**src/rtl/mux_scan_pkg.sv**
```systemverilog
// Shared types and constants for the mux scan-capture path.
// Optional parity output is enabled in the top with MUX_SCAN_PARITY_EN.
package mux_scan_pkg;

    localparam int SETTLE_CNT_W = 4;
    localparam int DEF_SEL_W    = 2;
    localparam int DEF_SETTLE   = 1;

    typedef enum logic [1:0] {
        ST_IDLE   = 2'd0,
        ST_SETTLE = 2'd1,
        ST_SAMPLE = 2'd2,
        ST_HOLD   = 2'd3
    } scan_state_t;

endpackage

```
**src/rtl/mux_scan_capture_settle_timer.sv**
```systemverilog
// Loadable down-counter; done flags the final settle cycle of a channel.
module settle_timer
    import mux_scan_pkg::*;
#(
    parameter int W = SETTLE_CNT_W
) (
    input  logic         clk,
    input  logic         rst,
    input  logic         load,
    input  logic [W-1:0] load_val,
    input  logic         en,
    output logic         done
);

    logic [W-1:0] count_r;

    // load has priority over decrement; counter parks at zero
    always_ff @(posedge clk or posedge rst) begin
        if (rst) begin
            count_r <= {W{1'b0}};
        end else if (load) begin
            count_r <= load_val;
        end else if (en && (count_r != {W{1'b0}})) begin
            count_r <= count_r - W'(1);
        end else begin
            count_r <= count_r;
        end
    end

    assign done = (count_r == W'(1));

endmodule

```
**src/rtl/mux_scan_capture.sv**
```systemverilog
// Steps the selector through every channel, samples y_in after a settle window
// and presents the word over valid/ready. Define MUX_SCAN_PARITY_EN for parity.
module mux_scan_capture
    import mux_scan_pkg::*;
#(
    parameter int SEL_W  = DEF_SEL_W,
    parameter int SETTLE = DEF_SETTLE,
    localparam int N     = 2**SEL_W
) (
    input  logic             clk,
    input  logic             rst,
    input  logic             start,
    output logic [SEL_W-1:0] sel,
    input  logic             y_in,
    output logic             busy,
    output logic [N-1:0]     word,
    output logic             valid,
    input  logic             ready
`ifdef MUX_SCAN_PARITY_EN
    ,
    output logic             parity
`endif
);

    localparam logic [SEL_W-1:0]        SEL_LAST = SEL_W'(N - 1);
    localparam logic [SETTLE_CNT_W-1:0] SETTLE_LD = SETTLE_CNT_W'(SETTLE);

    scan_state_t      state_r, state_n;
    logic [SEL_W-1:0] sel_r, sel_n;
    logic [N-1:0]     word_r, word_n;
    logic             valid_r, valid_n;
    logic             busy_r, busy_n;
    logic             parity_r, parity_n;
    logic             load_s, dec_s, done_s;

    settle_timer #(.W(SETTLE_CNT_W)) u_settle_timer (
        .clk      (clk),
        .rst      (rst),
        .load     (load_s),
        .load_val (SETTLE_LD),
        .en       (dec_s),
        .done     (done_s)
    );

    // Next-state and next-output logic for the scan FSM
    always_comb begin
        state_n  = state_r;
        sel_n    = sel_r;
        word_n   = word_r;
        valid_n  = valid_r;
        busy_n   = busy_r;
        parity_n = parity_r;
        load_s   = 1'b0;
        dec_s    = 1'b0;
        case (state_r)
            ST_IDLE: begin
                if (start) begin
                    sel_n  = {SEL_W{1'b0}};
                    word_n = {N{1'b0}};
                    busy_n = 1'b1;
                    if (SETTLE == 0) begin
                        state_n = ST_SAMPLE;
                    end else begin
                        state_n = ST_SETTLE;
                        load_s  = 1'b1;
                    end
                end else begin
                    state_n = ST_IDLE;
                end
            end
            ST_SETTLE: begin
                dec_s = 1'b1;
                if (done_s) begin
                    state_n = ST_SAMPLE;
                end else begin
                    state_n = ST_SETTLE;
                end
            end
            ST_SAMPLE: begin
                word_n[sel_r] = y_in;
                if (sel_r == SEL_LAST) begin
                    state_n  = ST_HOLD;
                    valid_n  = 1'b1;
                    parity_n = ^word_n;
                end else begin
                    sel_n = sel_r + SEL_W'(1);
                    if (SETTLE == 0) begin
                        state_n = ST_SAMPLE;
                    end else begin
                        state_n = ST_SETTLE;
                        load_s  = 1'b1;
                    end
                end
            end
            ST_HOLD: begin
                if (valid_r && ready) begin
                    state_n = ST_IDLE;
                    valid_n = 1'b0;
                    busy_n  = 1'b0;
                    sel_n   = {SEL_W{1'b0}};
                end else begin
                    state_n = ST_HOLD;
                end
            end
            default: begin
                state_n = ST_IDLE;
                valid_n = 1'b0;
                busy_n  = 1'b0;
                sel_n   = {SEL_W{1'b0}};
            end
        endcase
    end

    // State and registered outputs
    always_ff @(posedge clk or posedge rst) begin
        if (rst) begin
            state_r  <= ST_IDLE;
            sel_r    <= {SEL_W{1'b0}};
            word_r   <= {N{1'b0}};
            valid_r  <= 1'b0;
            busy_r   <= 1'b0;
            parity_r <= 1'b0;
        end else begin
            state_r  <= state_n;
            sel_r    <= sel_n;
            word_r   <= word_n;
            valid_r  <= valid_n;
            busy_r   <= busy_n;
            parity_r <= parity_n;
        end
    end

    assign sel   = sel_r;
    assign word  = word_r;
    assign valid = valid_r;
    assign busy  = busy_r;
`ifdef MUX_SCAN_PARITY_EN
    assign parity = parity_r;
`endif

endmodule

```
**config.mk**
```make
export PLATFORM = sky130hd
export DESIGN_NAME = mux_scan_capture
export DESIGN_NICKNAME = d
export VERILOG_FILES = /design/src/rtl/mux_scan_pkg.sv /design/src/rtl/mux_scan_capture_settle_timer.sv /design/src/rtl/mux_scan_capture.sv
export SDC_FILE = /design/constraint.sdc
export NUM_CORES = 1
export LEC_CHECK = 0
export BUFFER_PORTS_ARGS = -buffer_cell sky130_fd_sc_hd__buf_2
export CORE_MARGIN = 3
export CORE_UTILIZATION = 58
export DETAILED_ROUTE_END_ITERATION = 10
export PLACE_DENSITY = 0.81
export SETUP_SLACK_MARGIN = 0.2
export SLEW_MARGIN = 15
export SYNTH_ARGS = -nofsm -noshare
export SYNTH_HDL_FRONTEND = slang
export SYNTH_SLANG_ARGS = --single-unit
```
**constraint.sdc**
```tcl
create_clock -name clk -period 2.6 [get_ports clk]
set_input_delay 0 -clock clk [delete_from_list [all_inputs] [get_ports clk]]
set_output_delay 0 -clock clk [all_outputs]
set_load 0.005 [all_outputs]
```
Yosys cells after proc, flatten, opt, wreduce, memory -nomap -nowiden:

Cells that the tools add are included.

* bits in registers: 14
* bits of input ports: 5

* muxes and demuxes: 25
* add/sub/neg operators: 2
* eq/ne operators: 9
* order comparisons: 2
* reductions and logical operators: 14

Operator list (count)
* $mux W2: 6
* $mux W4: 3
* $mux W1: 8
* $ne A2 B2 Y1 const B: 4
* $pmux W2 S4: 1
* $pmux W4 S2: 1
* $reduce_bool A2 Y1: 4
* $eq A2 B2 Y1 const B: 3
* $pmux W1 S2: 3
* $pmux W2 S3: 1
* $reduce_and A3 Y1: 2
* $bwmux W4: 1
* $eq A4 B1 Y1 const B: 1
* $reduce_and A4 Y1: 1
* $reduce_bool A4 Y1: 1
* $sub A4 B1 Y4 const B: 1
* $logic_and A1 B1 Y1: 3
* $lt A2 B3 Y1 const B: 1
* $reduce_bool A3 Y1: 1
* $add A2 B1 Y2 const B: 1
* $demux W1 S2: 1
* $eq A2 B1 Y1 const B: 1
* $ge A2 B1 Y1 const B: 1
* $logic_not A2 Y1: 1
* $reduce_and A2 Y1: 1

Logic depth before layout (Yosys ltp):

* depth in word-level cells: 6
* gate-level depth with buffers: 5

Cells and area by module:

Synthesis repeated with hierarchy kept, for this count alone.

* cells, all modules: 90
* area total of the unflattened synthesis: 905.9 µm²

Modules (own cells, without submodules)
* mux_scan_capture: cells each 60, instances 1, area an instance 619.3 µm²
* settle_timer: cells each 30, instances 1, area an instance 286.5 µm²

Worst setup path after synthesis:

Ideal clock, no wire load.

* kind: register to register
* start: register sel_r[0] (netlist: sel[0])
* end: register u_settle_timer.count_r[1]
* path slack: 1.195 ns
* data required time: 2.474 ns
* stages on the path, launching flop included: 5
* setup time: 0.126 ns
* data arrival time: 1.279 ns
* buffers on the path: 0
* cells stage by stage: dfrtp_1 ha_1 and2_1 or3_1 o311a_1

* longest elaborated chain between the ends: 4
* elaborated cells on any way between the ends: 5
* classes of those cells: eq/ne: 1; mux: 3; reduce/logical: 1

Ends and longest elaborated chain
* start: declaration: RTL line mux_scan_capture.sv:29 `logic [SEL_W-1:0] sel_r, sel_n;`
* start signal: assignment: RTL line mux_scan_capture.sv:118 `sel_r <= {SEL_W{1'b0}};`
* start signal: assignment: RTL line mux_scan_capture.sv:125 `sel_r <= sel_n;`
* $eq A2 B2 Y1 *: RTL line mux_scan_capture.sv:81 `if (sel_r == SEL_LAST) begin`
* $mux W1 *: RTL line mux_scan_capture.sv:81
* $pmux W1 S2 *: RTL line mux_scan_capture.sv:55 `case (state_r)`
* $mux W4 / $reduce_bool A2 Y1 (equally long branches)
* end signal: assignment: RTL line mux_scan_capture_settle_timer.sv:20 `count_r <= {W{1'b0}};`
* end signal: assignment: RTL line mux_scan_capture_settle_timer.sv:22 `count_r <= load_val;`
* end signal: assignment: RTL line mux_scan_capture_settle_timer.sv:24 `count_r <= count_r - W'(1);`
* end: declaration: RTL line mux_scan_capture_settle_timer.sv:15 `logic [W-1:0] count_r;`

Mark *: on every way between the ends. The rest lies on a longest branch, timed or not.
A chain may end at the register's enable or synchronous reset.

Final worst setup path:

* start: register state_r[1]
* end: register sel_r[0] (netlist: sel[0])

* longest elaborated chain between the ends: 3
* elaborated cells on any way between the ends: 9
* classes of those cells: eq/ne: 5; mux: 1; reduce/logical: 3

Ends and longest elaborated chain
* start: declaration: RTL line mux_scan_capture.sv:28 `scan_state_t state_r, state_n;`
* start signal: assignment: RTL line mux_scan_capture.sv:124 `state_r <= state_n;`
* $eq A2 B2 Y1 / $logic_not A2 Y1 (equally long branches): RTL line mux_scan_capture.sv:55
* $ne A2 B2 Y1 (no source line) / $reduce_bool A3 Y1 (equally long branches)
* $reduce_and A4 Y1 (no source line)

Several ways; a longest one is shown, not always the timed one.

==> metrics.csv <==
metric,value,unit
unrepaired setup endpoints after global routing,no,
Via density,5.90,
leading cell types by count after synthesis,"dfrtp_1, inv_1, ha_1",
Worst Hold Class,in2reg,
Slew Limit Fails,0,
dominant cell by count in the synthesized netlist,dfrtp_1,
Synth Area in Adders,0.104,
vias in the first global route,651,
sequential fraction of the synthesis area,0.414,
initial antenna violation count,0,
Max IR drop VDD,0.808,mV
Simple-Gate Fraction of Synth Area,0.188,
FF+latch area,350,µm²
final hold slack,52.4,ps
# setup viols final,0,
run status,completed,
fin crit share,0.593,
post-CTS sizing,0,
Yosys Warn Count,0,
Avg WL per Cell,14.1,µm
"Clk Latency, worst-skew pair",280,ps
Multi-input gate area,445,µm²
clk sink count,14,
Final Hold Vio Count,0,
"FF+latch count, synth",14,
setup tns final,0,ps
NetSw,0.000458,W
maxcap violations,0,
Cell Rows,13,
n_diodes,0,
Comb pwr share,0.442,
PwrDens,1130,nW/µm²
die area,1950,µm²
initial DRC count,27,
post-synth cell types,31,
critical setup path kind,reg2reg,
minimum clock period,1540,ps
area grow syn2layout,12.9,%
area fraction of the dominant cell type after synthesis,0.414,
GRT overflow,0,
slew margin rel.,0.644,
Tot Pwr,0.00108,W
htree depth,1,
Mapped Area,846,µm²
Leakage,0.442,nW
CP max FO,13,
CTS tree,done,
top-level port count,13,
largest net degree at the start of global routing,15,
crit path launch type,flop,
first-pass GRT wire length,2.94,mm
filler cell count in the final layout,97,
Area contributors post-synth,"dfrtp_1, ha_1, mux2i_1",
crit end category,flop,
share of post-route cells with drive strength above 1,0.202,
Clock Tree Root,clkbuf_4,
Tightest Pin Transition,533,ps
Post-Route Utilization,0.716,
antenna-violating nets left,0,
Synth Area in Compound Gates,0.176,
leading area contributor after synthesis,dfrtp_1,
switching part of the total,0.424,
Worst-path clk slew,90,ps
post-synth net total,96,
total track usage,0.202,
post-synthesis mux area share,0.0592,
internal cell power,0.000622,W
Mapped Cells,84,
Post-Layout Cell Count,114,
Reg power frac,0.414,
Die H,44.2,µm
postcts setup bufs,0,
clock share of power,0.144,
Inst Count DP,109,
DRT Wirelength,1.60,mm
DR vias,673,
Post-synth EDFFs,0,
Critical Path RT,2770,ps
ys flop type,dfrtp_1,
CTS max path bufs,2,
fmax,649,MHz
XOR/XNOR share of the synthesized area,0,
buffers added on ports,12,
die width,44.2,µm
Nets,112,
Hold Buf Count CTS,1,
Final GP Congestion,0.820,
HPWL Detailed,1.21,mm
largest family of logic cells by synthesized area,simple AND/OR/NAND/NOR gates,
Core Box Area,1330,µm²
Critical Path AT,1710,ps
CTS Buf Count,3,
first-pass iteration count of the detailed router,4,
asr flop ratio synth,1.00,
DRC,0,
Synth Area per Inst,10.1,µm²
Clock Skew,6.97,ps
initial core utilization,0.634,
[logic make-up (layout without fill, tap and decap cells)]
family	count (synthesis)	after routing
AND/OR/NAND/NOR	25	25
AO/OA/AOI/OAI	22	22
flip-flops	14	14
buffers and inverters	11	26
adder cells (fa/ha/maj)	7	7
multiplexers	5	5
[state kept, by name (all words and copies together), names as in the netlist]
signal                  count
sel                         2
valid                       1
busy                        1
state_r                     2
u_settle_timer.count_r      4
word                        4
[power groups by stage]
| stage | clock network, W | registers [W] | logic, W |
|---|---|---|---|
| finish | 0.000156 | 0.000447 | 0.000477 |
| global route | 0.000170 | 0.000468 | 0.000554 |
| CTS | 0.000160 | 0.000445 | 0.000481 |
| detailed placement | 0 | 0.000450 | 0.000474 |
| global placement | 0 | 0.000445 | 0.000458 |
| floorplan | 0 | 0.000400 | 0.000398 |
[per-layer routing]
metal  global-route usage  up-vias  part of all wire
met1                0.306      315              0.48
met5                    0        -                 0
li1                     -      334                 -
met3               0.0407        2             0.050
met2                0.294       22              0.46
met4               0.0542        0            0.0062
[cell usage in the layout (no fill, tap or decap), types with 3 or more instances in the layout]
cell type / instances
nor2_1: 4
ha_1: 7
o21ai_0: 4
nand3_1: 3
buf_2: 12
dfrtp_1: 14
a21oi_1: 4
nand2_1: 6
o2bb2ai_1: 4
mux2i_1: 5
inv_1: 8
clkbuf_4: 3
[through the flow]
stage	worst slack [ps]	instance area [µm²]
2_1_floorplan	1190	846
3_3_place_gp	1140	908
3_5_place_dp	1070	908
4_1_cts	1050	955
5_1_grt	934	955
6_report	1060	955
[cell type report]
| type | instances | share of cell area |
|---|---|---|
| Timing Repair Buffer | 13 | 0.0734 |
| Tap cell | 15 | 0.0197 |
| Clock buffer | 4 | 0.0380 |
| Inverter | 9 | 0.0354 |
| Sequential cell | 14 | 0.367 |
| Multi-Input combinational cell | 59 | 0.467 |
[worst paths after layout]
kind | slack, ps | depth (start not counted) | from | to
worst max-delay path | 1060 | 3 | state_r[1] | sel[0]
worst min-delay path | 50 | 4 | ready | valid
worst max register to register | 1060 | 3 | state_r[1] | sel[0]
worst min register to register | 520 | 1 | word[3] | word[3]
max in group asynchronous | 1930 | 3 | rst | word[1]
min in group asynchronous | 310 | 3 | rst | valid
[worst max-delay path, cell delays in order (launching register included)]
cell and delay (ps):
dfrtp_1 640, inv_1 200, or4_1 500, o311ai_1 100
Power figures use the tool's default switching activity.
